==> src/rtl/icache_tag_ctrl_nway.sv <==
// icache_tag_ctrl_nway: N-way icache tag lookup/fill controller in front of a single-port tag SRAM.
// Post-reset tag sweep, invalid-first/tree-PLRU victim, write buffer with read bypass, MSHR conflict check.
//
// state   | meaning
// ST_INIT | clearing every set to invalid, one set per cycle
// ST_RUN  | accepting lookups; a pending write-buffer entry blocks acceptance
module icache_tag_ctrl_nway #(
  parameter int WAYS   = 4,
  parameter int SETS   = 64,
  parameter int TAG_W  = 20,
  parameter int MSHR_N = 8,
  parameter int TXN_W  = 4,
  localparam int IDX_W  = $clog2(SETS),
  localparam int WAY_W  = $clog2(WAYS),
  localparam int MI_W   = $clog2(MSHR_N),
  localparam int ENT_W  = TAG_W + 1,
  localparam int LINE_W = WAYS * ENT_W
) (
  input  logic                      clk,
  input  logic                      rst,
  input  logic                      req_vld,
  output logic                      req_rdy,
  input  logic [IDX_W-1:0]          req_index,
  input  logic [TAG_W-1:0]          req_tag,
  input  logic [1:0]                req_opcode,
  input  logic [TXN_W-1:0]          req_txnid,
  input  logic                      stall,
  output logic                      tag_ram_en,
  output logic                      tag_ram_wr_en,
  output logic [IDX_W-1:0]          tag_ram_addr,
  output logic [LINE_W-1:0]         tag_ram_din,
  input  logic [LINE_W-1:0]         tag_ram_dout,
  output logic                      rsp_vld,
  output logic                      rsp_hit,
  output logic [WAYS-1:0]           rsp_hit_way,
  output logic [WAY_W-1:0]          rsp_dest_way,
  output logic [IDX_W-1:0]          rsp_index,
  output logic [TAG_W-1:0]          rsp_tag,
  output logic [1:0]                rsp_opcode,
  output logic [TXN_W-1:0]          rsp_txnid,
  output logic                      rsp_conflict,
  input  logic [MSHR_N-1:0]         mshr_vld,
  input  logic [MSHR_N*IDX_W-1:0]   mshr_index,
  input  logic [MSHR_N*WAY_W-1:0]   mshr_way,
  input  logic                      mshr_release_vld,
  input  logic [MI_W-1:0]           mshr_release_idx,
  output logic                      busy_init
);

  typedef enum logic {ST_INIT, ST_RUN} state_t;

  state_t              state;
  logic [IDX_W-1:0]    ptr;
  logic                s1_vld;
  logic [IDX_W-1:0]    s1_index;
  logic [TAG_W-1:0]    s1_tag;
  logic [1:0]          s1_opcode;
  logic [TXN_W-1:0]    s1_txnid;
  logic                wb_vld;
  logic [IDX_W-1:0]    wb_index;
  logic [LINE_W-1:0]   wb_data;
  logic [WAYS-2:0]     plru [SETS];

  logic                accept;
  logic                rsp_on;
  logic                fill_op;
  logic                snoop_op;
  logic [LINE_W-1:0]   line;
  logic                hit;
  logic [WAY_W-1:0]    hit_idx;
  logic [WAYS-1:0]     hit_oh;
  logic                inv_found;
  logic [WAY_W-1:0]    inv_idx;
  logic [WAYS-2:0]     cur;
  logic [WAYS-2:0]     plru_nxt;
  logic [WAY_W-1:0]    plru_vict;
  logic [WAY_W-1:0]    dest;
  logic                dir;
  int                  node;
  logic [LINE_W-1:0]   wb_new;
  logic                wb_load;
  logic                conf;

  assign req_rdy   = !rst && state == ST_RUN && !wb_vld && !stall;
  assign accept    = req_vld && req_rdy;
  assign busy_init = !rst && state == ST_INIT;
  assign rsp_on    = s1_vld && !rst;
  assign fill_op   = !s1_opcode[1];
  assign snoop_op  = s1_opcode == 2'b10;

  // Write-buffer drain and sweep writes both take the port ahead of any read.
  always_comb begin
    tag_ram_en    = 1'b0;
    tag_ram_wr_en = 1'b0;
    tag_ram_addr  = '0;
    tag_ram_din   = '0;
    if (!rst) begin
      if (state == ST_INIT) begin
        tag_ram_en    = 1'b1;
        tag_ram_wr_en = 1'b1;
        tag_ram_addr  = ptr;
      end else if (wb_vld) begin
        tag_ram_en    = 1'b1;
        tag_ram_wr_en = 1'b1;
        tag_ram_addr  = wb_index;
        tag_ram_din   = wb_data;
      end else if (accept) begin
        tag_ram_en    = 1'b1;
        tag_ram_addr  = req_index;
      end
    end
  end

  always_comb begin
    line      = (wb_vld && wb_index == s1_index) ? wb_data : tag_ram_dout;
    hit       = 1'b0;
    hit_idx   = '0;
    inv_found = 1'b0;
    inv_idx   = '0;
    for (int w = WAYS - 1; w >= 0; w--) begin
      if (line[w*ENT_W+TAG_W] && line[w*ENT_W +: TAG_W] == s1_tag) begin
        hit     = 1'b1;
        hit_idx = WAY_W'(w);
      end
      if (!line[w*ENT_W+TAG_W]) begin
        inv_found = 1'b1;
        inv_idx   = WAY_W'(w);
      end
    end
    hit_oh = '0;
    if (hit) hit_oh[hit_idx] = 1'b1;

    // Heap-ordered tree: node n has children 2n/2n+1, bit=1 steers the victim right.
    cur  = plru[s1_index];
    node = 1;
    for (int l = 0; l < WAY_W; l++) node = 2 * node + (cur[node-1] ? 1 : 0);
    plru_vict = WAY_W'(node - WAYS);
    dest      = hit ? hit_idx : (inv_found ? inv_idx : plru_vict);

    plru_nxt = cur;
    node     = 1;
    dir      = 1'b0;
    for (int l = 0; l < WAY_W; l++) begin
      dir              = dest[WAY_W-1-l];
      plru_nxt[node-1] = !dir;
      node             = 2 * node + (dir ? 1 : 0);
    end

    wb_new  = line;
    wb_load = 1'b0;
    if (s1_vld && fill_op && !hit) begin
      wb_new[int'(dest)*ENT_W +: ENT_W] = {1'b1, s1_tag};
      wb_load = 1'b1;
    end else if (s1_vld && snoop_op && hit) begin
      wb_new[int'(dest)*ENT_W+TAG_W] = 1'b0;
      wb_load = 1'b1;
    end

    conf = 1'b0;
    for (int i = 0; i < MSHR_N; i++) begin
      if (mshr_vld[i] && mshr_index[i*IDX_W +: IDX_W] == s1_index &&
          mshr_way[i*WAY_W +: WAY_W] == dest &&
          !(mshr_release_vld && mshr_release_idx == MI_W'(i)))
        conf = 1'b1;
    end
  end

  assign rsp_vld      = rsp_on;
  assign rsp_hit      = rsp_on && hit;
  assign rsp_hit_way  = rsp_on ? hit_oh : '0;
  assign rsp_dest_way = rsp_on ? dest : '0;
  assign rsp_index    = rsp_on ? s1_index : '0;
  assign rsp_tag      = rsp_on ? s1_tag : '0;
  assign rsp_opcode   = rsp_on ? s1_opcode : '0;
  assign rsp_txnid    = rsp_on ? s1_txnid : '0;
  assign rsp_conflict = rsp_on && fill_op && conf;

  always_ff @(posedge clk) begin
    if (rst) begin
      state     <= ST_INIT;
      ptr       <= '0;
      s1_vld    <= 1'b0;
      s1_index  <= '0;
      s1_tag    <= '0;
      s1_opcode <= '0;
      s1_txnid  <= '0;
      wb_vld    <= 1'b0;
      wb_index  <= '0;
      wb_data   <= '0;
      for (int s = 0; s < SETS; s++) plru[s] <= '0;
    end else begin
      if (state == ST_INIT) begin
        ptr <= ptr + 1'b1;
        if (ptr == IDX_W'(SETS - 1)) state <= ST_RUN;
      end
      s1_vld <= accept;
      if (accept) begin
        s1_index  <= req_index;
        s1_tag    <= req_tag;
        s1_opcode <= req_opcode;
        s1_txnid  <= req_txnid;
      end
      wb_vld <= wb_load;
      if (wb_load) begin
        wb_index <= s1_index;
        wb_data  <= wb_new;
      end
      if (s1_vld && fill_op) plru[s1_index] <= plru_nxt;
    end
  end

endmodule

==> config.mk <==
export PLATFORM = sky130hd
export DESIGN_NAME = icache_tag_ctrl_nway
export DESIGN_NICKNAME = d
export VERILOG_FILES = /design/src/rtl/icache_tag_ctrl_nway.sv
export SDC_FILE = /design/constraint.sdc
export NUM_CORES = 1
export LEC_CHECK = 0
export BUFFER_PORTS_ARGS = -buffer_cell sky130_fd_sc_hd__buf_4
export CAP_MARGIN = 20
export CORE_MARGIN = 1.5
export CORE_UTILIZATION = 40
export CTS_BUF_LIST = sky130_fd_sc_hd__clkbuf_16
export CTS_CLUSTER_SIZE = 24
export DETAILED_ROUTE_END_ITERATION = 10
export HOLD_SLACK_MARGIN = 0.03
export REMOVE_ABC_BUFFERS = 1
export SYNTH_ARGS = -nofsm -noshare
export SYNTH_HDL_FRONTEND = slang
export SYNTH_SLANG_ARGS = --single-unit
==> constraint.sdc <==
create_clock -name clk -period 7.1 [get_ports clk]
set_clock_uncertainty 0.05 [all_clocks]
set_input_delay 0.71 -clock clk [delete_from_list [all_inputs] [get_ports clk]]
set_output_delay 0.71 -clock clk [all_outputs]
set_load 0.01 [all_outputs]
==> metrics.txt <==
Max Fclk ~160 MHz; CP delay by family, top multiplexers; post-synthesis cell type count approximately 80; top_reg_cell synth edfxtp_1; Die W between 200 and 250 µm; Die Area roughly 0.050 mm²; area delta synth->final 22.16%; min Tclk post-route approximately 6.4 ns; P per Cell Area roughly 190 mW/mm²; net total in the final layout 2561; I/O pin cnt ~330; Critical Setup Path Class reg2out; sequential cell area fraction in the yosys report 0.4400; Critical Path Sink Type output port; Seq. cell area 0.008511 mm²; peak per-stage delay on the critical path roughly 0.78 ns; final WL a little over 70000 µm; slowest cell on the critical path dfxtp_2; Max transition margin 0.2119; fraction of layout cells with a size suffix above 1 0.2208; I/O Buffers between 300 and 400; DP Cell Count around 2900; CTS tree yes; Max rail drop VDD between 0.00015 and 0.0002 V; area of the multi-input gates 0.009997 mm²; Post-synth EDFFs around 190; Slew @ Worst Pin about 1.2 ns; Cells after Synth about 2100; utilization after layout 0.4948; critical path arrival 5.66 ns; later-pin clock latency in the skew report ~0.57 ns; total gr overflow 0; Hold WC Path Type in2reg; pre-CTS WS 1.208 ns; post_cts resized 0; max-slew violations 0; worst-path cell chain buf_4 -> mux4_2 -> mux4_2 -> mux2i_1 -> mux2i_1 -> and3_1 -> a211o_1 -> a22oi_1 -> o21ai_1 -> and2_1 -> inv_2 -> o311ai_0 -> nor4_1 -> a2111oi_0 -> buf_4; Starting Density 0.4050; # rows 80; synthesized area between 0.015 and 0.02 mm²; Synthesis Warnings 0; hold slack between 0.3 and 0.4 ns; H-tree depth 2; CTS max path bufs 3; Fillers about 4400; #FFs+latches synth around 330; DRC viols 0; count of final setup violators 0; GPL Wtd Cong around 0.98; Design Area, Final roughly 0.024 mm²; Avg Cell Area, Syn 9.248 µm²; RSZ-0062 raised after global routing no; Post-DRT Antenna Nets 0; cts bufs inserted 38; WP data required 6.34 ns; DR pass1 iterations 9; Async SR Flop Fraction 0; clk sinks 329; post-route insts no fill around 3000; final hold viol count 0; initial antenna violation count 0; Final HPWL DP between 50000 and 60000 µm; CTS clk-pin slew, worst paths roughly 0.06 ns; Max FO, Critical Path 19; drt initial violations between 2000 and 2500; GRT Util Overall 0.2804; Max Cap Viol 0; Post-CTS Setup Repair Bufs 0; fin crit share 0.9044; via-per-instance ratio roughly 5.9; vias in the first global route roughly 17000; first-pass GRT wire length 105900 µm; P_leak ~9.4 nW; wire per inst between 20 and 25 µm; ANT cells 0; Cell Area, Placed about 0.022 mm²; Worst setup SP type register; CTS root buffer clkbuf_16; status finished clean; Die Span Y approximately 220 µm; via count 17701; hold buffers post-CTS 0; pin count of the biggest net entering global routing 85; Buf/Inv on CP 3; Final WS setup 0.6786 ns; Core Region about 0.048 mm²
-- metrics by stage --
step	setup TNS (ns)	total power, W
floorplan	-106.83	0.002245
global placement	0	0.002432
detailed placement	0	0.002436
CTS	0	0.004411
global route	0	0.004504
finish	0	0.004394
-- cells in the final DEF (no fill, tap or decap), drive strengths merged, types with 38 or more instances in the layout --
cell type	n
clkbuf	38
and2	106
a21oi	93
xnor2	86
o21ai	73
dfxtp	137
mux4	52
nand2b	88
mux2i	47
edfxtp	192
nor3	39
buf	387
nand2	276
nor2	295
nand3	50
inv	53
-- worst paths after layout --
path             endpoint             start  cells after the start  slack (ns)
max          rsp_conflict          register                     15        0.68
min reg2reg   s1_txnid[0]       s1_txnid[0]                      2        0.40
max reg2reg      register       wb_index[0]                     16        1.02
min           wb_data[15]  tag_ram_dout[15]                      3        0.33
-- synthesized netlist by cell type (all sizes together) (6+ instances only) --
master / number / area [µm²]
nor2: 295 / 1120
nand2: 276 / 1049
edfxtp: 192 / 5766
dfxtp: 137 / 2743
and2: 106 / 663.1
clkbuf: 97 / 364.1
a21oi: 93 / 469.2
nand2b: 88 / 553.0
xnor2: 86 / 753.2
o21ai: 73 / 369.1
buf: 65 / 351.6
mux4: 52 / 1171
nand3: 50 / 250.2
mux2i: 47 / 470.5
inv: 45 / 168.9
nor3: 39 / 231.5
xor2: 34 / 297.8
nor4: 32 / 234.0
nand4: 30 / 187.7
a221o: 29 / 290.3
o2bb2ai: 20 / 175.2
a211oi: 19 / 142.6
and3: 19 / 118.9
a22oi: 16 / 120.1
a31oi: 15 / 100.1
o2111ai: 13 / 113.9
nor2b: 11 / 68.82
a222oi: 10 / 100.1
ha: 9 / 112.6
o22ai: 9 / 56.30
nor3b: 8 / 82.58
a221oi: 6 / 52.55
-- layout make-up --
type,count,area share
clock inverters,28,0.01197
repair buffers,387,0.1244
flip-flops and latches,329,0.3603
inverters,46,0.007309
clock buffers,38,0.04025
multi-input cells,1554,0.4232
well taps,615,0.03257
-- kinds of logic (layout without fill, tap and decap cells) --
group / after synthesis / count (layout) / share of synthesized area
XOR/XNOR: 120 / 120 / 0.05435
buffers and inverters: 208 / 499 / 0.04594
AND/OR/NAND/NOR: 982 / 982 / 0.2475
AO/OA/AOI/OAI: 342 / 342 / 0.1203
flip-flops: 329 / 329 / 0.4400
multiplexers: 101 / 101 / 0.08606
adder cells (fa/ha/maj): 9 / 9 / 0.005823
-- tightest hold or removal path, delay by kind of cell --
| family | cells | cell delay, ns |
|---|---|---|
| buffers and inverters | 2 | 0.14 |
| AOI/OAI and AO/OA | 1 | 0.06 |
-- where the power goes --
group          switching [W]  internal, W  leakage (nW)
sequential         0.0000149      0.00205          3.09
clock               0.000808      0.00119         0.629
combinational       0.000187     0.000147          5.64
-- routing by layer --
layer  GRT usage  vias to the layer above  wire length [µm]
li1            -                     7977                 -
met1      0.3588                     8538             27980
met2      0.4572                     1010             33270
met3     0.04991                      176              6345
met4      0.1404                        0              3496
met5           0                        -                 0
No activity file was read; power rests on OpenSTA's default activity.
